### config.mk
export PLATFORM = sky130hd
export DESIGN_NAME = store_checker_trace_fifo
export DESIGN_NICKNAME = d
export VERILOG_FILES = /design/src/rtl/store_checker_trace_fifo.sv
export SDC_FILE = /design/constraint.sdc
export NUM_CORES = 1
export LEC_CHECK = 0
export BUFFER_PORTS_ARGS = -buffer_cell sky130_fd_sc_hd__buf_2
export CAP_MARGIN = 30
export CORE_MARGIN = 5
export CORE_UTILIZATION = 56
export DETAILED_ROUTE_END_ITERATION = 6
export HOLD_SLACK_MARGIN = 0.06
export PLACE_DENSITY = 0.74
export SYNTH_ARGS = -nofsm -noshare
export SYNTH_HDL_FRONTEND = slang
export SYNTH_SLANG_ARGS = --single-unit
export TNS_END_PERCENT = 10
### constraint.sdc
create_clock -name clk -period 8.7 [get_ports clk]
set_input_delay 0.87 -clock clk [delete_from_list [all_inputs] [get_ports clk]]
set_output_delay 0.87 -clock clk [all_outputs]
set_load 0.02 [all_outputs]
### src/rtl/store_checker_trace_fifo.sv
// First-word fall-through trace FIFO with sticky overflow on dropped pushes.
// DEPTH must be a power of 2 so the pointers wrap naturally.
module store_checker_trace_fifo #(
    parameter int DEPTH = 8,
    parameter int WIDTH = 64
) (
    input  logic                       clk,
    input  logic                       reset,
    input  logic                       push,
    input  logic                       pop,
    input  logic [WIDTH-1:0]           din,
    output logic [WIDTH-1:0]           dout,
    output logic                       full,
    output logic                       empty,
    output logic [$clog2(DEPTH):0]     count,
    output logic                       ovf
);
    localparam int AW = $clog2(DEPTH);

    logic [WIDTH-1:0] mem [DEPTH];
    logic [AW-1:0]    wrPtr;
    logic [AW-1:0]    rdPtr;
    logic [AW:0]      cnt;
    logic             doPush;
    logic             doPop;

    assign empty  = (cnt == '0);
    assign full   = (cnt == (AW+1)'(DEPTH));
    assign doPop  = pop && !empty;
    // A pop in the same cycle frees the slot a full FIFO needs
    assign doPush = push && (!full || doPop);
    assign count  = cnt;
    assign dout   = empty ? '0 : mem[rdPtr];

    always_ff @(posedge clk or posedge reset) begin
        if (reset) begin
            wrPtr <= '0;
            rdPtr <= '0;
            cnt   <= '0;
            ovf   <= 1'b0;
        end else begin
            if (doPush) wrPtr <= wrPtr + 1'b1;
            if (doPop)  rdPtr <= rdPtr + 1'b1;
            cnt <= cnt + (AW+1)'(doPush) - (AW+1)'(doPop);
            if (push && !doPush) ovf <= 1'b1;
        end
    end

    always_ff @(posedge clk) begin
        if (doPush) mem[wrPtr] <= din;
    end

endmodule

## Yosys cells after proc, flatten, opt, wreduce, memory -nomap -nowiden

Memories as Yosys holds them, arrays and structs flattened.
Index checks and enable logic that the tools add are counted.

- Bits of input ports: 68
- Logic and storage cells: 21
- Memories: 1
- Bits in writable memories: 512
- Bits in registers: 11

- Reductions and logical operators: 8
- Eq/ne operators: 1
- Mux-type cells: 3
- Add/subtract/negate cells: 4

Memory list:

| name | depth | width | read ports | clocked after Yosys merged registers in | write ports | line | source |
|---|---|---|---|---|---|---|---|
| mem | 8 | 64 | 1 | 0 | 1 | 20 | `logic [WIDTH-1:0] mem [DEPTH];` |

Operators by type and width:

| kind | count |
|---|---|
| 2-to-1 mux 64 bit | 1 |
| adder 3 x 1 -> 3 bit, second input constant | 2 |
| adder 4 x 1 -> 4 bit | 1 |
| == test 4 bit, second input constant | 1 |
| logical NOT 4 bit | 1 |
| subtractor 4 x 1 -> 4 bit | 1 |
| logical AND 1 bit | 3 |
| logical NOT 1 bit | 3 |
| 2-to-1 mux 1 bit | 2 |
| logical OR 1 bit | 1 |

## Longest topological paths before layout

Gate-level depths: netlist of the first run.

- Depth in word-level cells: 7
- Mapped depth: 9

## Least setup slack after synthesis of the first run

No wires, ideal clock.

- Path kind: input port to flip-flop
- From: input pop
- To: memory mem[0][0] (enable)
- Buffers on the path: 0
- Slack: 0.746 ns
- Data arrival time: 7.311 ns
- Stages on the path: 3
- Required time: 8.056 ns
- Cell sequence: nor2b_1 o21ai_4 nor4_1

- Longest elaborated chain between the ends: 5

RTL lines:

| element | line | source |
|---|---|---|
| start, declared | 10 | `input logic pop,` |
| logical AND 1 bit | 29 | `assign doPop = pop && !empty;` |
| logical OR 1 bit | 31 | `assign doPush = push && (!full \|\| doPop);` |
| logical AND 1 bit | 31 |  |
| 2-to-1 mux 1 bit | 50 | `if (doPush) mem[wrPtr] <= din;` |
| 2-to-1 mux 1 bit (implied by the code) | 50 |  |
| end, declared | 20 |  |

No other way between the ends.

## Worst setup path after layout of the first run

- From: register rdPtr[0]
- To: output dout[19]

- Longest elaborated chain between the ends: 2

RTL lines:

| element | line | source |
|---|---|---|
| start, declared | 22 | `logic [AW-1:0] rdPtr;` |
| start signal, assigned | 43 | `if (doPop) rdPtr <= rdPtr + 1'b1;` |
| memory read (8 x 64 bit) | - |  |
| 2-to-1 mux 64 bit | 33 | `assign dout = empty ? '0 : mem[rdPtr];` |
| end, declared | 12 | `output logic [WIDTH-1:0] dout,` |

No other way between the ends.

==> reports/metrics.csv, run 1 <==
metric,value,unit
dp_hpwl,23500,µm
period_share,49.1,%
wl,43800,µm
grt_max_degree,161,
die_area,43200,µm²
worstSkewPairLatency,570,ps
die_y,208,µm
ant_nets,0,
worst-path-stages,5,
start_kind,flop,
max_cap_viol_count,0,
io_buffers,138,
rrSetupSlack,5370,ps
grt_pass1_vias,11200,
place_area,23000,µm²
outcome,"complete, no violations",
grt_util_all_layers,19.9,%
finalSetupTns,0,ps
cts_buffers,51,
rows,72,
setup_violations,0,
die_x,208,µm
crit_family,buffers and inverters,
critPathLaunch,rdPtr[0],
syn_nets,1164,
cp-end-kind,output pin,
finalCriticalPeriod,4270,ps
required,7830,ps
core_area,38600,µm²
area_delta_synth_final,12.4,%
slowest_delay,930,ps
cts_resized,0,
maxSlewViolCount,0,
antenna_cells,0,
crit_type,reg -> out,
layout_setup_ws,4430,ps
drc_errors,0,
antenna_found_initial,6,
synth.avg_cell_area,20.1,µm²
rr_worst_depth,6,
max_freq,0.234,GHz
wire_per_inst,24.4,µm
grt_pass1_wl,67200,µm
seq_area_frac_synth,71.4,%
timing.rr.start,count[2],
hold_viol,0,
vias_per_cell,5.85,
cp_max_fo,160,
drive_above_1_share,46.3,%
cts.sinks,523,
drtIter0Drc,694,
syn_area,21900,µm²
ys_ff_latch,523,
clk_transition_reported_paths,60,ps
htreeDepth,2,
place_ws,5000,ps
slew_headroom,26.6,%
gp_congestion,0.762,
p_leak,8.51,nW
ios,139,
synthCells,1088,
power_density,362,nW/µm²
r2r-end,mem[1][28],
final_area,24600,µm²
path_buf_inv,2,
synth_cell_types,39,
crit_arrival,3400,ps
cp_slowest_cell,dfrtp_4,
n_fill_cell,2640,
post-cts-setup-buffer-count,0,
power,8.91,mW
initial_core_util,56.7,%
ir_worst_vdd,244,µV
worst_pin_slew,1100,ps
vias,10500,
postCtsHoldBufs,0,
clockRootBuffer,clkbuf_16,
drt_pass1_iterations,4,
crit_chain,buf_12 > mux2_2 > o22ai_1 > nor3_2 > buf_2,
rsz0062_at_grt,no,
cts_tree,yes,
finClkSkew,17.2,ps
grt-ovfl-total,0,
yosys_warnings,0,
final_nets,1315,
min_path_type,in -> async,
clk_path_buf_depth,3,
-- sequential cells by signal, summed over array words and instances, names as in the netlist --
register,flops
mem,512
wrPtr,3
rdPtr,3
count,4
ovf,1
-- report_power, final --
part	total, mW	internal [mW]	switching [mW]
registers	3.34	3.18	0.159
logic	3.42	1.40	2.02
clock network	2.16	1.28	0.877
total	8.91	5.85	3.06
-- cells in the mapped netlist, drive strengths merged --
cell | number | area share (%)
a21o | 1 | 0.034
a21oi | 1 | 0.023
a31o | 1 | 0.040
buf | 57 | 2.4
clkbuf | 6 | 0.27
dfrtp | 11 | 1.3
edfxtp | 512 | 70
fa | 1 | 0.091
ha | 7 | 0.40
inv | 8 | 0.14
mux2 | 258 | 15
mux2i | 1 | 0.046
nand2 | 4 | 0.080
nand2b | 4 | 0.11
nand3 | 1 | 0.023
nor2 | 4 | 0.068
nor2b | 1 | 0.029
nor3 | 68 | 3.0
nor4 | 1 | 0.029
o211ai | 2 | 0.068
o21ai | 1 | 0.074
o22ai | 128 | 5.9
or2 | 2 | 0.057
or3b | 2 | 0.10
xnor2 | 5 | 0.20
xor2 | 1 | 0.040
-- per-layer routing --
layer,track usage (%),part of all wire (%),up-vias,wire length (µm)
li1,-,-,4673,-
met3,3.79,4.7,75,2060
met4,4.67,1.9,12,843
met5,0,0.18,-,80
met1,27.3,43,5489,18800
met2,33.6,50,228,22000
-- cell families after synthesis --
kind of cell / after synthesis / share of synthesized area, %
buffers and inverters: 71 / 2.85
xor gates and xnor gates: 6 / 0.240
adders and majority gates: 8 / 0.491
AOI/OAI and AO/OA: 134 / 6.18
and+or+nand+nor: 87 / 3.52
muxes: 259 / 15.3
DFF: 523 / 71.4
-- worst max path at each step --
stage,endpoint,slack [ps]
floorplan,mem[0][0],750
global placement,dout[3],5030
detailed placement,mem[1][27],5000
CTS,dout[19],4440
global route,dout[19],4300
finish,dout[19],4430
-- cell usage in the layout (no fill, tap or decap), types with 5 or more instances in the layout --
cell,instances
buf_2,138
buf_4,19
bufinv_16,5
clkbuf_1,11
clkbuf_16,53
clkinv_1,7
clkinv_2,6
dfrtp_1,10
edfxtp_1,512
ha_1,7
inv_1,7
mux2_1,63
mux2_2,77
mux2_4,118
nor3_2,68
o22ai_1,48
o22ai_2,80
xnor2_1,5
-- per-stage QoR --
step	util, %	std cells	hold slack [ps]
floorplan	-	1088	492
global placement	59.3	1701	452
detailed placement	59.5	1704	468
CTS	63.7	1792	280
global route	63.7	1792	321
finish	63.7	1792	293
-- layout make-up --
cell class / instances / area, µm² / area share, %
clock inverter: 21 / 230 / 0.935
timing repair buffer: 161 / 936 / 3.80
inverter: 8 / 32.5 / 0.132
multi-input combinational: 494 / 5720 / 23.2
tap: 518 / 648 / 2.63
clock buffer: 67 / 1410 / 5.72
sequential: 523 / 15700 / 63.6
Power figures use the tool's default switching activity.
==> run 2: changes to the inputs <==
clock period = 4.43 ns   (was 8.7 ns; I/O delays follow)
==> reports/metrics.csv, run 2 (synthesis results as in run 1) <==
metric,value,unit
outcome,"complete, no violations",
power_density,705,nW/µm²
final_nets,1323,
rows,72,
core_area,38600,µm²
drc_errors,0,
holdPathStages,1,
regMostFlops,mem,
crit_type,reg -> out,
final_area,24700,µm²
worst_pin_slew,960,ps
cp_slowest_cell,dfrtp_4,
finalCriticalPeriod,3270,ps
timing.rr.start,count[2],
required,3990,ps
layout_common_cells,"edfxtp_1, buf_2, mux2_4, o22ai_2, mux2_2",
finClkSkew,18.7,ps
gp_congestion,0.745,
cp-end-kind,output pin,
finalSetupTns,0,ps
ios,139,
min_from,din[23],
setup_violations,0,
ir_worst_vdd,447,µV
max_freq,0.306,GHz
crit_chain,buf_12 > mux2_2 > o22ai_1 > nor3_2 > buf_2,
clockRootBuffer,clkbuf_16,
cts_tree,yes,
wl,43800,µm
whs,126,ps
rsz0062_at_grt,no,
grt-ovfl-total,0,
power,17.4,mW
clk_path_buf_depth,3,
htreeDepth,2,
p_leak,8.53,nW
grt_pass1_wl,67300,µm
die_area,43200,µm²
hold_viol,0,
grt_util_all_layers,20.1,%
grt_max_degree,87,
largest_reg_flops,512,
cts_buffers,52,
layout_commonest_cell,edfxtp_1,
hold_end,mem[2][23],
stdcell_count,1807,
r2r-end,mem[7][47],
ant_nets,0,
area_delta_synth_final,12.6,%
slowest_delay,750,ps
rr_worst_depth,6,
initial_core_util,56.7,%
critPathLaunch,rdPtr[0],
post-cts-setup-buffer-count,0,
drive_above_1_share,46.4,%
io_buffers,138,
rrSetupSlack,1770,ps
wire_per_inst,24.2,µm
drt_pass1_iterations,5,
slew_headroom,36.0,%
place_area,23000,µm²
vias,10500,
period_share,73.8,%
drtIter0Drc,687,
antenna_found_initial,6,
cts_resized,0,
worstSkewPairLatency,580,ps
dp_hpwl,23900,µm
dp.cells,1709,
cts.sinks,523,
die_x,208,µm
crit_arrival,2830,ps
vias_per_cell,5.80,
path_buf_inv,2,
cp_max_fo,86,
die_y,208,µm
crit_family,flip-flops,
maxSlewViolCount,0,
grt_pass1_vias,11200,
max_cap_viol_count,0,
clk_transition_reported_paths,60,ps
min_path_type,in -> reg,
start_kind,flop,
[run 2: cell types whose count changed in the layout (fill, tap and decap cells not counted), sizes merged]
cell         previous run  this run
inv                     9        10
bufinv                  5         3
dlygate4sd3             0         1
diode                   0         2
buf                   161       167
clkinv                 13        22
clkbuf                 67        65
[run 2: where the power goes]
group	total [mW]	leakage, nW	internal, mW	switching, mW
registers	6.52	4.78	6.24	0.279
logic	6.76	2.98	2.76	4.00
clock network	4.12	0.779	2.36	1.76
total	17.4	8.53	11.4	6.04
[run 2: how the worst max path moves through the flow]
stage | endpoint | slack (ps) | cells past startpoint
after floorplan | mem[2][0] | -1650 | 5
after global placement | dout[4] | 1770 | 5
after detailed placement | dout[4] | 1750 | 5
after CTS | dout[4] | 1120 | 5
after global routing | dout[4] | 1040 | 5
final | dout[13] | 1160 | 5
[run 2: through the flow]
stage | setup WS, ps | utilization, %
after detailed placement | 1750 | 59.6
after global placement | 1770 | 59.6
after CTS | 1120 | 63.8
after floorplan | -1650 | -
final | 1160 | 63.8
after global routing | 1040 | 63.8
[run 2: metal layers]
metal	GRT usage (%)	part of all wire, %
met1	28.2	43
met2	32.8	49
met3	4.19	5.6
met4	4.71	1.7
met5	0	0.13
[run 2: layout make-up]
type	count	area, µm²
fillers	2631	14000
clock buffers	65	1370
clock inverters	29	219
repair buffers	168	1010
multi-input cells	494	5730
diodes	2	5.00
well taps	518	648
flip-flops and latches	523	15700
inverters	8	32.5
[run 2: timing repair]
action | in CTS | in global routing
endpoints found under the hold margin | 11 | 0
endpoints found under the setup margin | 0 | 0
hold buffers | 1 | 0
